$ cat src/rtl/idu_pipe_if.sv
// Handshake bundles around the decode stage: fetch side (IFU -> IDU) and
// decoded-bundle side (IDU -> EXU).

interface idu_fetch_if;
  logic        in_valid;
  logic        in_ready;
  logic [31:0] in_inst;
  logic [31:0] in_pc;

  modport master (output in_valid, in_inst, in_pc, input in_ready);
  modport slave  (input in_valid, in_inst, in_pc, output in_ready);
endinterface

interface idu_dec_if;
  logic        out_valid;
  logic        out_ready;
  logic [31:0] out_pc;
  logic [4:0]  out_rs1;
  logic [4:0]  out_rs2;
  logic [4:0]  out_rd;
  logic [2:0]  out_func3;
  logic [4:0]  out_alu_op;
  logic [31:0] out_imm;
  logic        out_illegal;

  modport master (
    output out_valid, out_pc, out_rs1, out_rs2, out_rd, out_func3,
           out_alu_op, out_imm, out_illegal,
    input  out_ready
  );
  modport slave (
    input  out_valid, out_pc, out_rs1, out_rs2, out_rd, out_func3,
           out_alu_op, out_imm, out_illegal,
    output out_ready
  );
endinterface

$ cat src/rtl/idu_pipe.sv
// Registered RV32I/RV32E decode stage: combinational decode of the fetched word
// feeding a DEPTH-entry FIFO of decoded bundles towards the execute stage.

module idu_pipe #(
  parameter int DEPTH     = 2,
  parameter bit RV32E     = 1'b0,
  parameter bit EN_SYSTEM = 1'b1
) (
  input  logic                   clock,
  input  logic                   reset,
  input  logic                   flush,
  idu_fetch_if.slave             fetch,
  idu_dec_if.master              dec,
  output logic [$clog2(DEPTH):0] out_count
);

  localparam int PTR_W = (DEPTH > 1) ? $clog2(DEPTH) : 1;
  localparam int CNT_W = $clog2(DEPTH) + 1;
  localparam int MEM_N = 2 ** PTR_W;
  localparam logic [PTR_W-1:0] PTR_MAX = PTR_W'(DEPTH - 1);
  localparam logic [CNT_W-1:0] DEPTH_C = CNT_W'(DEPTH);

  localparam logic [6:0] OPC_LUI    = 7'b0110111;
  localparam logic [6:0] OPC_AUIPC  = 7'b0010111;
  localparam logic [6:0] OPC_JAL    = 7'b1101111;
  localparam logic [6:0] OPC_JALR   = 7'b1100111;
  localparam logic [6:0] OPC_BRANCH = 7'b1100011;
  localparam logic [6:0] OPC_LOAD   = 7'b0000011;
  localparam logic [6:0] OPC_STORE  = 7'b0100011;
  localparam logic [6:0] OPC_OP_IMM = 7'b0010011;
  localparam logic [6:0] OPC_OP     = 7'b0110011;
  localparam logic [6:0] OPC_FENCE  = 7'b0001111;
  localparam logic [6:0] OPC_SYSTEM = 7'b1110011;

  localparam logic [6:0]  F7_BASE = 7'b0000000;
  localparam logic [6:0]  F7_ALT  = 7'b0100000;
  localparam logic [31:0] INST_ECALL  = 32'h0000_0073;
  localparam logic [31:0] INST_EBREAK = 32'h0010_0073;

  typedef enum logic [4:0] {
    ALU_ADD     = 5'd0,
    ALU_SUB     = 5'd1,
    ALU_SLL     = 5'd2,
    ALU_SLT     = 5'd3,
    ALU_SLTU    = 5'd4,
    ALU_XOR     = 5'd5,
    ALU_SRL     = 5'd6,
    ALU_SRA     = 5'd7,
    ALU_OR      = 5'd8,
    ALU_AND     = 5'd9,
    ALU_LUI     = 5'd10,
    ALU_AUIPC   = 5'd11,
    ALU_JAL     = 5'd12,
    ALU_JALR    = 5'd13,
    ALU_BRANCH  = 5'd14,
    ALU_LOAD    = 5'd15,
    ALU_STORE   = 5'd16,
    ALU_SYSTEM  = 5'd17,
    ALU_FENCE   = 5'd18,
    ALU_ILLEGAL = 5'd31
  } alu_op_e;

  typedef struct packed {
    logic [31:0] pc;
    logic [4:0]  rs1;
    logic [4:0]  rs2;
    logic [4:0]  rd;
    logic [2:0]  func3;
    alu_op_e     alu_op;
    logic [31:0] imm;
    logic        illegal;
  } entry_t;

  // Shared func3 -> ALU op map for OP and OP-IMM; alt selects SUB/SRA.
  function automatic alu_op_e base_op(input logic [2:0] f3, input logic alt);
    alu_op_e op;
    case (f3)
      3'b000:  op = alt ? ALU_SUB : ALU_ADD;
      3'b001:  op = ALU_SLL;
      3'b010:  op = ALU_SLT;
      3'b011:  op = ALU_SLTU;
      3'b100:  op = ALU_XOR;
      3'b101:  op = alt ? ALU_SRA : ALU_SRL;
      3'b110:  op = ALU_OR;
      default: op = ALU_AND;
    endcase
    return op;
  endfunction

  // ---------------------------------------------------------------------------
  // Decode
  // ---------------------------------------------------------------------------
  logic [31:0] inst;
  logic [6:0]  opcode;
  logic [6:0]  f7;
  logic [2:0]  f3;
  logic [4:0]  rd_f;
  logic [4:0]  rs1_f;
  logic [4:0]  rs2_f;
  logic [31:0] imm_i;
  logic [31:0] imm_s;
  logic [31:0] imm_b;
  logic [31:0] imm_u;
  logic [31:0] imm_j;

  assign inst   = fetch.in_inst;
  assign opcode = inst[6:0];
  assign f7     = inst[31:25];
  assign f3     = inst[14:12];
  assign rd_f   = inst[11:7];
  assign rs1_f  = inst[19:15];
  assign rs2_f  = inst[24:20];

  assign imm_i = {{20{inst[31]}}, inst[31:20]};
  assign imm_s = {{20{inst[31]}}, inst[31:25], inst[11:7]};
  assign imm_b = {{19{inst[31]}}, inst[31], inst[7], inst[30:25], inst[11:8], 1'b0};
  assign imm_u = {inst[31:12], 12'h000};
  assign imm_j = {{11{inst[31]}}, inst[31], inst[19:12], inst[20], inst[30:21], 1'b0};

  alu_op_e     op;
  logic [31:0] imm;
  logic        legal;
  logic        use_rd;
  logic        use_rs1;
  logic        use_rs2;
  logic        no_rd;
  entry_t      dec_entry;

  // NOTE: every signal written in this block gets a default first, so no
  // path through the case statements can leave a latch behind.
  always_comb begin
    op      = ALU_ADD;
    imm     = '0;
    legal   = 1'b1;
    use_rd  = 1'b0;
    use_rs1 = 1'b0;
    use_rs2 = 1'b0;
    no_rd   = 1'b0;

    case (opcode)
      OPC_LUI: begin
        op = ALU_LUI;   imm = imm_u; use_rd = 1'b1;
      end
      OPC_AUIPC: begin
        op = ALU_AUIPC; imm = imm_u; use_rd = 1'b1;
      end
      OPC_JAL: begin
        op = ALU_JAL;   imm = imm_j; use_rd = 1'b1;
      end
      OPC_JALR: begin
        op = ALU_JALR;  imm = imm_i; use_rd = 1'b1; use_rs1 = 1'b1;
        legal = (f3 == 3'b000);
      end
      OPC_BRANCH: begin
        op = ALU_BRANCH; imm = imm_b; use_rs1 = 1'b1; use_rs2 = 1'b1; no_rd = 1'b1;
        legal = (f3 != 3'b010) && (f3 != 3'b011);
      end
      OPC_LOAD: begin
        op = ALU_LOAD;  imm = imm_i; use_rd = 1'b1; use_rs1 = 1'b1;
        legal = (f3 != 3'b011) && (f3 != 3'b110) && (f3 != 3'b111);
      end
      OPC_STORE: begin
        op = ALU_STORE; imm = imm_s; use_rs1 = 1'b1; use_rs2 = 1'b1; no_rd = 1'b1;
        legal = (f3 < 3'b011);
      end
      OPC_OP_IMM: begin
        op      = base_op(f3, (f3 == 3'b101) && (f7 == F7_ALT));
        imm     = imm_i;
        use_rd  = 1'b1;
        use_rs1 = 1'b1;
        // Shift-immediates carry func7 in the upper immediate bits.
        if (f3 == 3'b001)      legal = (f7 == F7_BASE);
        else if (f3 == 3'b101) legal = (f7 == F7_BASE) || (f7 == F7_ALT);
      end
      OPC_OP: begin
        op      = base_op(f3, f7 == F7_ALT);
        use_rd  = 1'b1;
        use_rs1 = 1'b1;
        use_rs2 = 1'b1;
        legal   = (f7 == F7_BASE) ||
                  ((f7 == F7_ALT) && ((f3 == 3'b000) || (f3 == 3'b101)));
      end
      OPC_FENCE: begin
        op = ALU_FENCE; imm = imm_i;
        legal = (f3 == 3'b000);
      end
      OPC_SYSTEM: begin
        op  = ALU_SYSTEM;
        imm = imm_i;
        if (!EN_SYSTEM) begin
          legal = 1'b0;
        end else if (f3 == 3'b000) begin
          legal = (inst == INST_ECALL) || (inst == INST_EBREAK);
        end else begin
          // CSR*I forms reuse the rs1 field as a 5-bit immediate.
          legal   = (f3 != 3'b100);
          use_rd  = 1'b1;
          use_rs1 = ~f3[2];
        end
      end
      default: legal = 1'b0;
    endcase

    if (RV32E && ((use_rd && rd_f[4]) || (use_rs1 && rs1_f[4]) || (use_rs2 && rs2_f[4])))
      legal = 1'b0;

    dec_entry         = '0;
    dec_entry.pc      = fetch.in_pc;
    dec_entry.rs1     = rs1_f;
    dec_entry.rs2     = rs2_f;
    dec_entry.rd      = (no_rd && legal) ? 5'd0 : rd_f;
    dec_entry.func3   = f3;
    dec_entry.alu_op  = legal ? op : ALU_ILLEGAL;
    dec_entry.imm     = legal ? imm : 32'h0;
    dec_entry.illegal = ~legal;
  end

  // ---------------------------------------------------------------------------
  // Decoded-bundle FIFO
  // ---------------------------------------------------------------------------
  entry_t           mem [MEM_N];
  logic [PTR_W-1:0] wr_ptr_q, wr_ptr_d;
  logic [PTR_W-1:0] rd_ptr_q, rd_ptr_d;
  logic [CNT_W-1:0] count_q, count_d;
  logic             not_full;
  logic             not_empty;
  logic             push;
  logic             pop;
  entry_t           out_entry;

  assign not_full  = (count_q < DEPTH_C);
  assign not_empty = (count_q != '0);
  assign push      = fetch.in_valid & not_full & ~flush;
  assign pop       = not_empty & dec.out_ready & ~flush;

  always_comb begin
    wr_ptr_d = wr_ptr_q;
    rd_ptr_d = rd_ptr_q;
    count_d  = count_q;
    if (flush) begin
      wr_ptr_d = '0;
      rd_ptr_d = '0;
      count_d  = '0;
    end else begin
      if (push) wr_ptr_d = (wr_ptr_q == PTR_MAX) ? '0 : wr_ptr_q + 1'b1;
      if (pop)  rd_ptr_d = (rd_ptr_q == PTR_MAX) ? '0 : rd_ptr_q + 1'b1;
      case ({push, pop})
        2'b10:   count_d = count_q + 1'b1;
        2'b01:   count_d = count_q - 1'b1;
        default: count_d = count_q;
      endcase
    end
  end

  // NOTE: state registers use non-blocking assignments so every flop samples
  // the pre-edge value of the others, independent of block ordering.
  always_ff @(posedge clock or posedge reset) begin
    if (reset) begin
      wr_ptr_q <= '0;
      rd_ptr_q <= '0;
      count_q  <= '0;
    end else begin
      wr_ptr_q <= wr_ptr_d;
      rd_ptr_q <= rd_ptr_d;
      count_q  <= count_d;
    end
  end

  // NOTE: storage is deliberately left out of reset; occupancy gates every
  // read, so stale contents are never observable and the array maps to RAM.
  always_ff @(posedge clock) begin
    if (push) mem[wr_ptr_q] <= dec_entry;
  end

  // Empty (including during reset) presents an all-zero bundle.
  assign out_entry = not_empty ? mem[rd_ptr_q] : '0;

  assign fetch.in_ready  = not_full;
  assign dec.out_valid   = not_empty;
  assign dec.out_pc      = out_entry.pc;
  assign dec.out_rs1     = out_entry.rs1;
  assign dec.out_rs2     = out_entry.rs2;
  assign dec.out_rd      = out_entry.rd;
  assign dec.out_func3   = out_entry.func3;
  assign dec.out_alu_op  = out_entry.alu_op;
  assign dec.out_imm     = out_entry.imm;
  assign dec.out_illegal = out_entry.illegal;
  assign out_count       = count_q;

endmodule

$ cat src/flat_wrapper.sv
// flat-port wrapper written by rule: the top's interface ports become plain ports
module idu_pipe_flat 
#(
  parameter int DEPTH     = 2,
  parameter bit RV32E     = 1'b0,
  parameter bit EN_SYSTEM = 1'b1
)
  (clock, reset, flush, out_count, fetch_in_valid, fetch_in_inst, fetch_in_pc, fetch_in_ready, dec_out_valid, dec_out_pc, dec_out_rs1, dec_out_rs2, dec_out_rd, dec_out_func3, dec_out_alu_op, dec_out_imm, dec_out_illegal, dec_out_ready);
  idu_fetch_if fetch_i ();
  idu_dec_if dec_i ();
  input  logic clock;
  input  logic reset;
  input  logic flush;
  output logic [$clog2(DEPTH):0] out_count;
  input wire logic [$bits(fetch_i.in_valid)-1:0] fetch_in_valid;
  input wire logic [$bits(fetch_i.in_inst)-1:0] fetch_in_inst;
  input wire logic [$bits(fetch_i.in_pc)-1:0] fetch_in_pc;
  output wire logic [$bits(fetch_i.in_ready)-1:0] fetch_in_ready;
  output wire logic [$bits(dec_i.out_valid)-1:0] dec_out_valid;
  output wire logic [$bits(dec_i.out_pc)-1:0] dec_out_pc;
  output wire logic [$bits(dec_i.out_rs1)-1:0] dec_out_rs1;
  output wire logic [$bits(dec_i.out_rs2)-1:0] dec_out_rs2;
  output wire logic [$bits(dec_i.out_rd)-1:0] dec_out_rd;
  output wire logic [$bits(dec_i.out_func3)-1:0] dec_out_func3;
  output wire logic [$bits(dec_i.out_alu_op)-1:0] dec_out_alu_op;
  output wire logic [$bits(dec_i.out_imm)-1:0] dec_out_imm;
  output wire logic [$bits(dec_i.out_illegal)-1:0] dec_out_illegal;
  input wire logic [$bits(dec_i.out_ready)-1:0] dec_out_ready;
  assign fetch_i.in_valid = fetch_in_valid;
  assign fetch_i.in_inst = fetch_in_inst;
  assign fetch_i.in_pc = fetch_in_pc;
  assign fetch_in_ready = fetch_i.in_ready;
  assign dec_out_valid = dec_i.out_valid;
  assign dec_out_pc = dec_i.out_pc;
  assign dec_out_rs1 = dec_i.out_rs1;
  assign dec_out_rs2 = dec_i.out_rs2;
  assign dec_out_rd = dec_i.out_rd;
  assign dec_out_func3 = dec_i.out_func3;
  assign dec_out_alu_op = dec_i.out_alu_op;
  assign dec_out_imm = dec_i.out_imm;
  assign dec_out_illegal = dec_i.out_illegal;
  assign dec_i.out_ready = dec_out_ready;
  idu_pipe #(.DEPTH(DEPTH), .RV32E(RV32E), .EN_SYSTEM(EN_SYSTEM)) u_core (.clock(clock), .reset(reset), .flush(flush), .fetch(fetch_i), .dec(dec_i), .out_count(out_count));
endmodule
$ cat config.mk
export PLATFORM = sky130hd
export DESIGN_NAME = idu_pipe_flat
export DESIGN_NICKNAME = d
export VERILOG_FILES = /design/src/rtl/idu_pipe_if.sv /design/src/rtl/idu_pipe.sv /design/src/flat_wrapper.sv
export SDC_FILE = /design/constraint.sdc
export NUM_CORES = 1
export LEC_CHECK = 0
export CORE_MARGIN = 2
export CORE_UTILIZATION = 60
export DETAILED_ROUTE_END_ITERATION = 12
export DONT_BUFFER_PORTS = 1
export GPL_ROUTABILITY_DRIVEN = 1
export PLACE_DENSITY = 0.81
export SLEW_MARGIN = 25
export SYNTH_ARGS = -nofsm -noshare
export SYNTH_HDL_FRONTEND = slang
export SYNTH_SLANG_ARGS = --single-unit
export TNS_END_PERCENT = 1
$ cat constraint.sdc
create_clock -name clock -period 16.1 [get_ports clock]
set_input_delay 0.805 -clock clock [delete_from_list [all_inputs] [get_ports clock]]
set_output_delay 0.805 -clock clock [all_outputs]
set_load 0.02 [all_outputs]
Word-level counts from Yosys, hierarchy flattened
Memories as Yosys holds them, arrays and structs flattened.
Cells that the tools add are included.
Storage, ports and cells
  RAM bits: 176
  memories: 1
  bits in registers: 4
  logic and storage cells: 91
  output and inout bits: 92
Memories
  u_core.mem: depth 2, width 88, rd ports 1, clocked after memory_dff 0, write ports 1, RTL line idu_pipe.sv:221  | entry_t mem [MEM_N];
Operators by class
  multiplexer cells: 27
  order comparisons: 2
  reductions and logical operators: 21
  equality and inequality tests: 27
  bitwise gates (word level): 6
  add/sub/neg operators: 4
Operators with widths (number)
  32-bit case mux with 5 select lines: 1
  88-bit 2-to-1 mux: 1
  5-bit case mux with 7 select lines: 2
  5-bit case mux with 11 select lines: 1
  32-bit by 21-bit equality test with 1-bit output (second input constant): 1
  32-bit by 7-bit equality test with 1-bit output (second input constant): 1
  32-bit 2-to-1 mux: 1
  7-bit by 6-bit equality test with 1-bit output (second input constant): 4
  7-bit equality test (second input constant): 4
  1-bit 2-to-1 mux: 16
  7-bit by 5-bit equality test with 1-bit output (second input constant): 2
  5-bit 2-to-1 mux: 2
  3-bit equality test (second input constant): 3
  3-bit != test (second input constant): 3
  1-bit case mux with 8 select lines: 1
  7-bit by 2-bit equality test with 1-bit output (second input constant): 1
  7-bit by 4-bit equality test with 1-bit output (second input constant): 1
  7-bit zero test: 1
  3-bit by 2-bit equality test with 1-bit output (second input constant): 2
  1-bit logical AND: 6
  3-bit by 2-bit != test with 1-bit output (second input constant): 2
  2-bit nonzero test: 3
  2-bit OR reduction: 3
  5-bit OR reduction: 1
  16 further kinds: 24

Depth between registers and ports, before layout
  depth after elaboration: 7
  gate-level depth with buffers: 9

Worst setup path after synthesis
Ideal clock, no wire load.
  kind: input to register
  start: in fetch_in_valid
  end: mem u_core.mem[1][0] (netlist bit), enable pin
  data arrival time: 7339 ps
  stages: 2
  path slack: 8099 ps
  buffers on the path: 0
  cells stage by stage: nand2_1 > nor3b_1
On the way
  cells in the longest elaborated chain, start to end: 4
RTL lines
  start, declared: RTL line flat_wrapper.sv:15  | input wire logic [$bits(fetch_i.in_valid)-1:0] fetch_in_valid;
  1-bit AND (2 in series): RTL line idu_pipe.sv:233  | assign push = fetch.in_valid & not_full & ~flush;
  1-bit 2-to-1 mux: RTL line idu_pipe.sv:272  | if (push) mem[wr_ptr_q] <= dec_entry;
  1-bit 2-to-1 mux (implied by the code): RTL line idu_pipe.sv:272
  end, declared: RTL line idu_pipe.sv:221
Every way passes these cells.

Final worst setup path
  start: reg u_core.rd_ptr_q
  end: out dec_out_alu_op[3]
On the way
  cells in the longest elaborated chain, start to end: 2
RTL lines
  start, declared: RTL line idu_pipe.sv:223  | logic [PTR_W-1:0] rd_ptr_q, rd_ptr_d;
  start signal, assigned: RTL line idu_pipe.sv:264  | rd_ptr_q <= rd_ptr_d;
  memory read 2 x 88 bit
  88-bit 2-to-1 mux: RTL line idu_pipe.sv:276  | assign out_entry = not_empty ? mem[rd_ptr_q] : '0;
  end, declared: RTL line flat_wrapper.sv:25  | output wire logic [$bits(dec_i.out_alu_op)-1:0] dec_out_alu_op;
Every way passes these cells.

==> summary.txt <==
Outcome
  • Status: finished clean

CTS
  • Post-CTS Setup Inserts: 0
  • Clock-pin slew on the worst setup and hold paths: ~0.060 ns
  • Root Driver: clkbuf_16
  • Clk buf depth: 2
  • Post-CTS Resized: 0
  • Worst skew pair latency: 0.42 ns
  • Clk sinks: 180
  • CTS Hold Bufs: 0
  • Max H-tree Level: 4
  • CTS tree: built
  • CTS buffer count: 17

Detailed routing
  • Routed len/inst: roughly 21 um
  • Drc violations: 0
  • Drt via density: between 5 and 6
  • Via count: roughly 4500
  • 1st-iter DRT viols: between 300 and 400
  • Final WL: about 16000 um
  • Routed Antenna Nets: 0
  • Pre-antenna DRT Iters: 4

Placement
  • Gpl congestion: about 0.97
  • Hpwl dp: ~10000 um
  • Dpl cell area: 0.00796 mm^2
  • Dpl ws: around 13 ns
  • Placed Cells: approximately 730
  • Port Buffer Count: 0

Final layout
  • N_diodes: 0
  • Area occupied by multi-input gates: approximately 0.0023 mm^2
  • Layout cells sized above 1: 0.0803
  • # nets final: ~640
  • Register area: around 0.0054 mm^2
  • Final Non-Filler Cells: approximately 760
  • Final Core Density: 0.673
  • Finished layout cell area: 0.00852 mm^2
  • Area grow syn2layout: 8.75%
  • Fill count: between 900 and 1000

Floorplanning
  • Die X-Extent: approximately 120 um
  • Initial Util: 0.619
  • # IOs: roughly 160
  • Core Box Area: roughly 0.013 mm^2
  • Die ar.: around 0.014 mm^2
  • Row count: just over 40
  • Die H: between 100 and 150 um

Timing
  • Clock skew: between 0.007 and 0.008 ns
  • Hold Fails Final Rpt: 0
  • RSZ-0062 raised after global routing: no
  • Setup TNS: 0 ns
  • Setup ws final: around 13 ns
  • Min cycle time layout: approximately 3.6 ns
  • Max-slew headroom: 0.330
  • Final number of setup-violating endpoints: 0
  • Worst slew pin tran: ~1 ns
  • Slew Viols, Final: 0
  • Final period utilization: 0.221
  • Peak Freq: between 200 and 300 MHz

Global route
  • First-pass GRT wire length: 24200 um
  • GR Util All Layers: 0.228
  • Initial antenna violation count: 0
  • Largest net degree at the start of global routing: 90
  • Remaining Overflow, GRT: 0
  • Vias in the first global route: 4385

Logic synthesis
  • Async set-reset flop share out of synthesis: 0.0222
  • Synthesized area: just under 0.008 mm^2
  • Most used DFF post-synth: edfxtp_1
  • Flops & latches, synth: 180
  • Post-Synthesis Cells: slightly below 600
  • Number of flops mapped to enable cells by yosys: ~180
  • Synthesized area per cell: between 10 and 15 um^2
  • Post-synthesis sequential area ratio: 0.687
  • Synth warnings: 0
  • Syn Nets: 649
  • Yosys cell types: 48

Setup path
  • Worst setup EP type: primary output
  • Critical Path AT: ~2.8 ns
  • Ordered cell list for the critical path: buf_4 > mux2i_1 > nor2_1
  • CP delay by family, top: flip-flops
  • Critical path type: reg2out
  • Max Fanout on Critical Path: 46
  • CP required: ~15 ns
  • Buffers & Inverters on Critical Path: 1
  • Reg2reg setup slack: roughly 13 ns
  • Slowest-stage cell, CP: dfrtp_4
  • Max incr delay on CP: between 0.9 and 1 ns
  • Worst setup SP type: flip-flop

Pwr
  • Switching share of total power: 0.231
  • Clock share of power: 0.387
  • Power density cells: approximately 120 mW/mm^2
  • VDD IR-drop max: 53.2 uV
  • Leakage Power: ~2.6 nW
  • Comb pwr share: 0.082
  • Sequential share of power: 0.532
  • Switching power of the nets: ~0.00024 W
  • Int Power: ~0.0008 W

Worst hold path
  • Worst hold path class: in2async

Flow run
  • Max-Cap Viols: 0
[metal layers]
layer  wire, um  global-route usage  share of wire  vias up
met5          0                   0              0        -
met4        229              0.0806          0.014        0
met3       1390              0.0874          0.087       20
met2       7800               0.359           0.49      177
met1       6470               0.290           0.41     2205
li1           -                   -              -     2106
[final timing paths]
check | from | end | depth (start not counted)
worst max-delay path | u_core.rd_ptr_q | dec_out_alu_op[3] | 3
worst min-delay path | reset | u_core.out_count[1] | 1
worst max register to register | u_core.out_count[1] | u_core.mem[0][67] | 5
worst min register to register | u_core.wr_ptr_q | u_core.wr_ptr_q | 2
max in group asynchronous | reset | u_core.rd_ptr_q | 1
min in group clock | flush | u_core.rd_ptr_q | 1
[cells in the mapped netlist, drive strengths merged, types with 2 or more instances]
library cell	count	area [um^2]
clkbuf	13	48.8
o21ai	13	65.1
nand2	40	150
and2	7	43.8
a21oi	30	173
nor4	4	25.0
a21o	2	15.0
or2	2	12.5
nor2b	2	12.5
and3	4	25.0
nand4b	3	26.3
nand2b	3	18.8
inv	6	22.5
nor3	4	20.0
dfrtp	4	100
buf	21	119
a211o	2	17.5
nand3b	5	37.5
or3b	2	20.0
edfxtp	176	5290
a22oi	5	37.5
nor2	112	420
a31oi	3	18.8
mux2i	91	911
nand3	5	25.0
and3b	2	17.5
xor2	5	43.8
[power by group through the flow]
stage | sequential [W] | combinational [W] | clock (W)
floorplan | 0.000550 | 0.0000767 | 0
global placement | 0.000552 | 0.0000823 | 0
detailed placement | 0.000552 | 0.0000840 | 0
CTS | 0.000543 | 0.0000841 | 0.000400
global route | 0.000544 | 0.0000899 | 0.000419
finish | 0.000542 | 0.0000832 | 0.000394
[through the flow]
stage / total power (W) / hold WS, ns
after floorplan: 0.000627 / 0.519
after global routing: 0.00105 / 0.148
final: 0.00102 / 0.159
after detailed placement: 0.000636 / 0.580
after global placement: 0.000634 / 0.554
after CTS: 0.00103 / 0.143
[cells by family after synthesis]
family,Yosys count,synth area share
muxes,91,0.116
and+or+nand+nor,201,0.116
buffers and inverters,40,0.0243
DFF,180,0.687
AOI/OAI and AO/OA,62,0.0500
adders and majority gates,1,0.00128
xor gates and xnor gates,5,0.00559
[final cells by class]
class                   count  area share
inverters                   6     0.00264
well taps                 172      0.0252
repair buffers              7     0.00616
multi-input cells         360       0.268
clock buffers              18      0.0503
flip-flops and latches    180       0.632
clock inverters            14      0.0159
[state kept, by name, indices dropped and copies added, names as in the netlist]
signal,count
u_core.out_count,2
u_core.mem,176
u_core.wr_ptr_q,1
u_core.rd_ptr_q,1
[cell usage in the layout (no fill, tap or decap), types with 4 or more instances in the layout]
cell	instances
inv_1	6
and3_1	4
clkinv_2	5
nand3b_1	5
o21ai_0	13
nor2_1	111
and2_1	7
xor2_1	5
nand3_1	5
nand2_1	40
a22oi_1	5
a21oi_1	26
clkbuf_16	17
mux2i_1	91
edfxtp_1	176
nor4_1	4
buf_4	7
(Power assumes the default switching activity.)
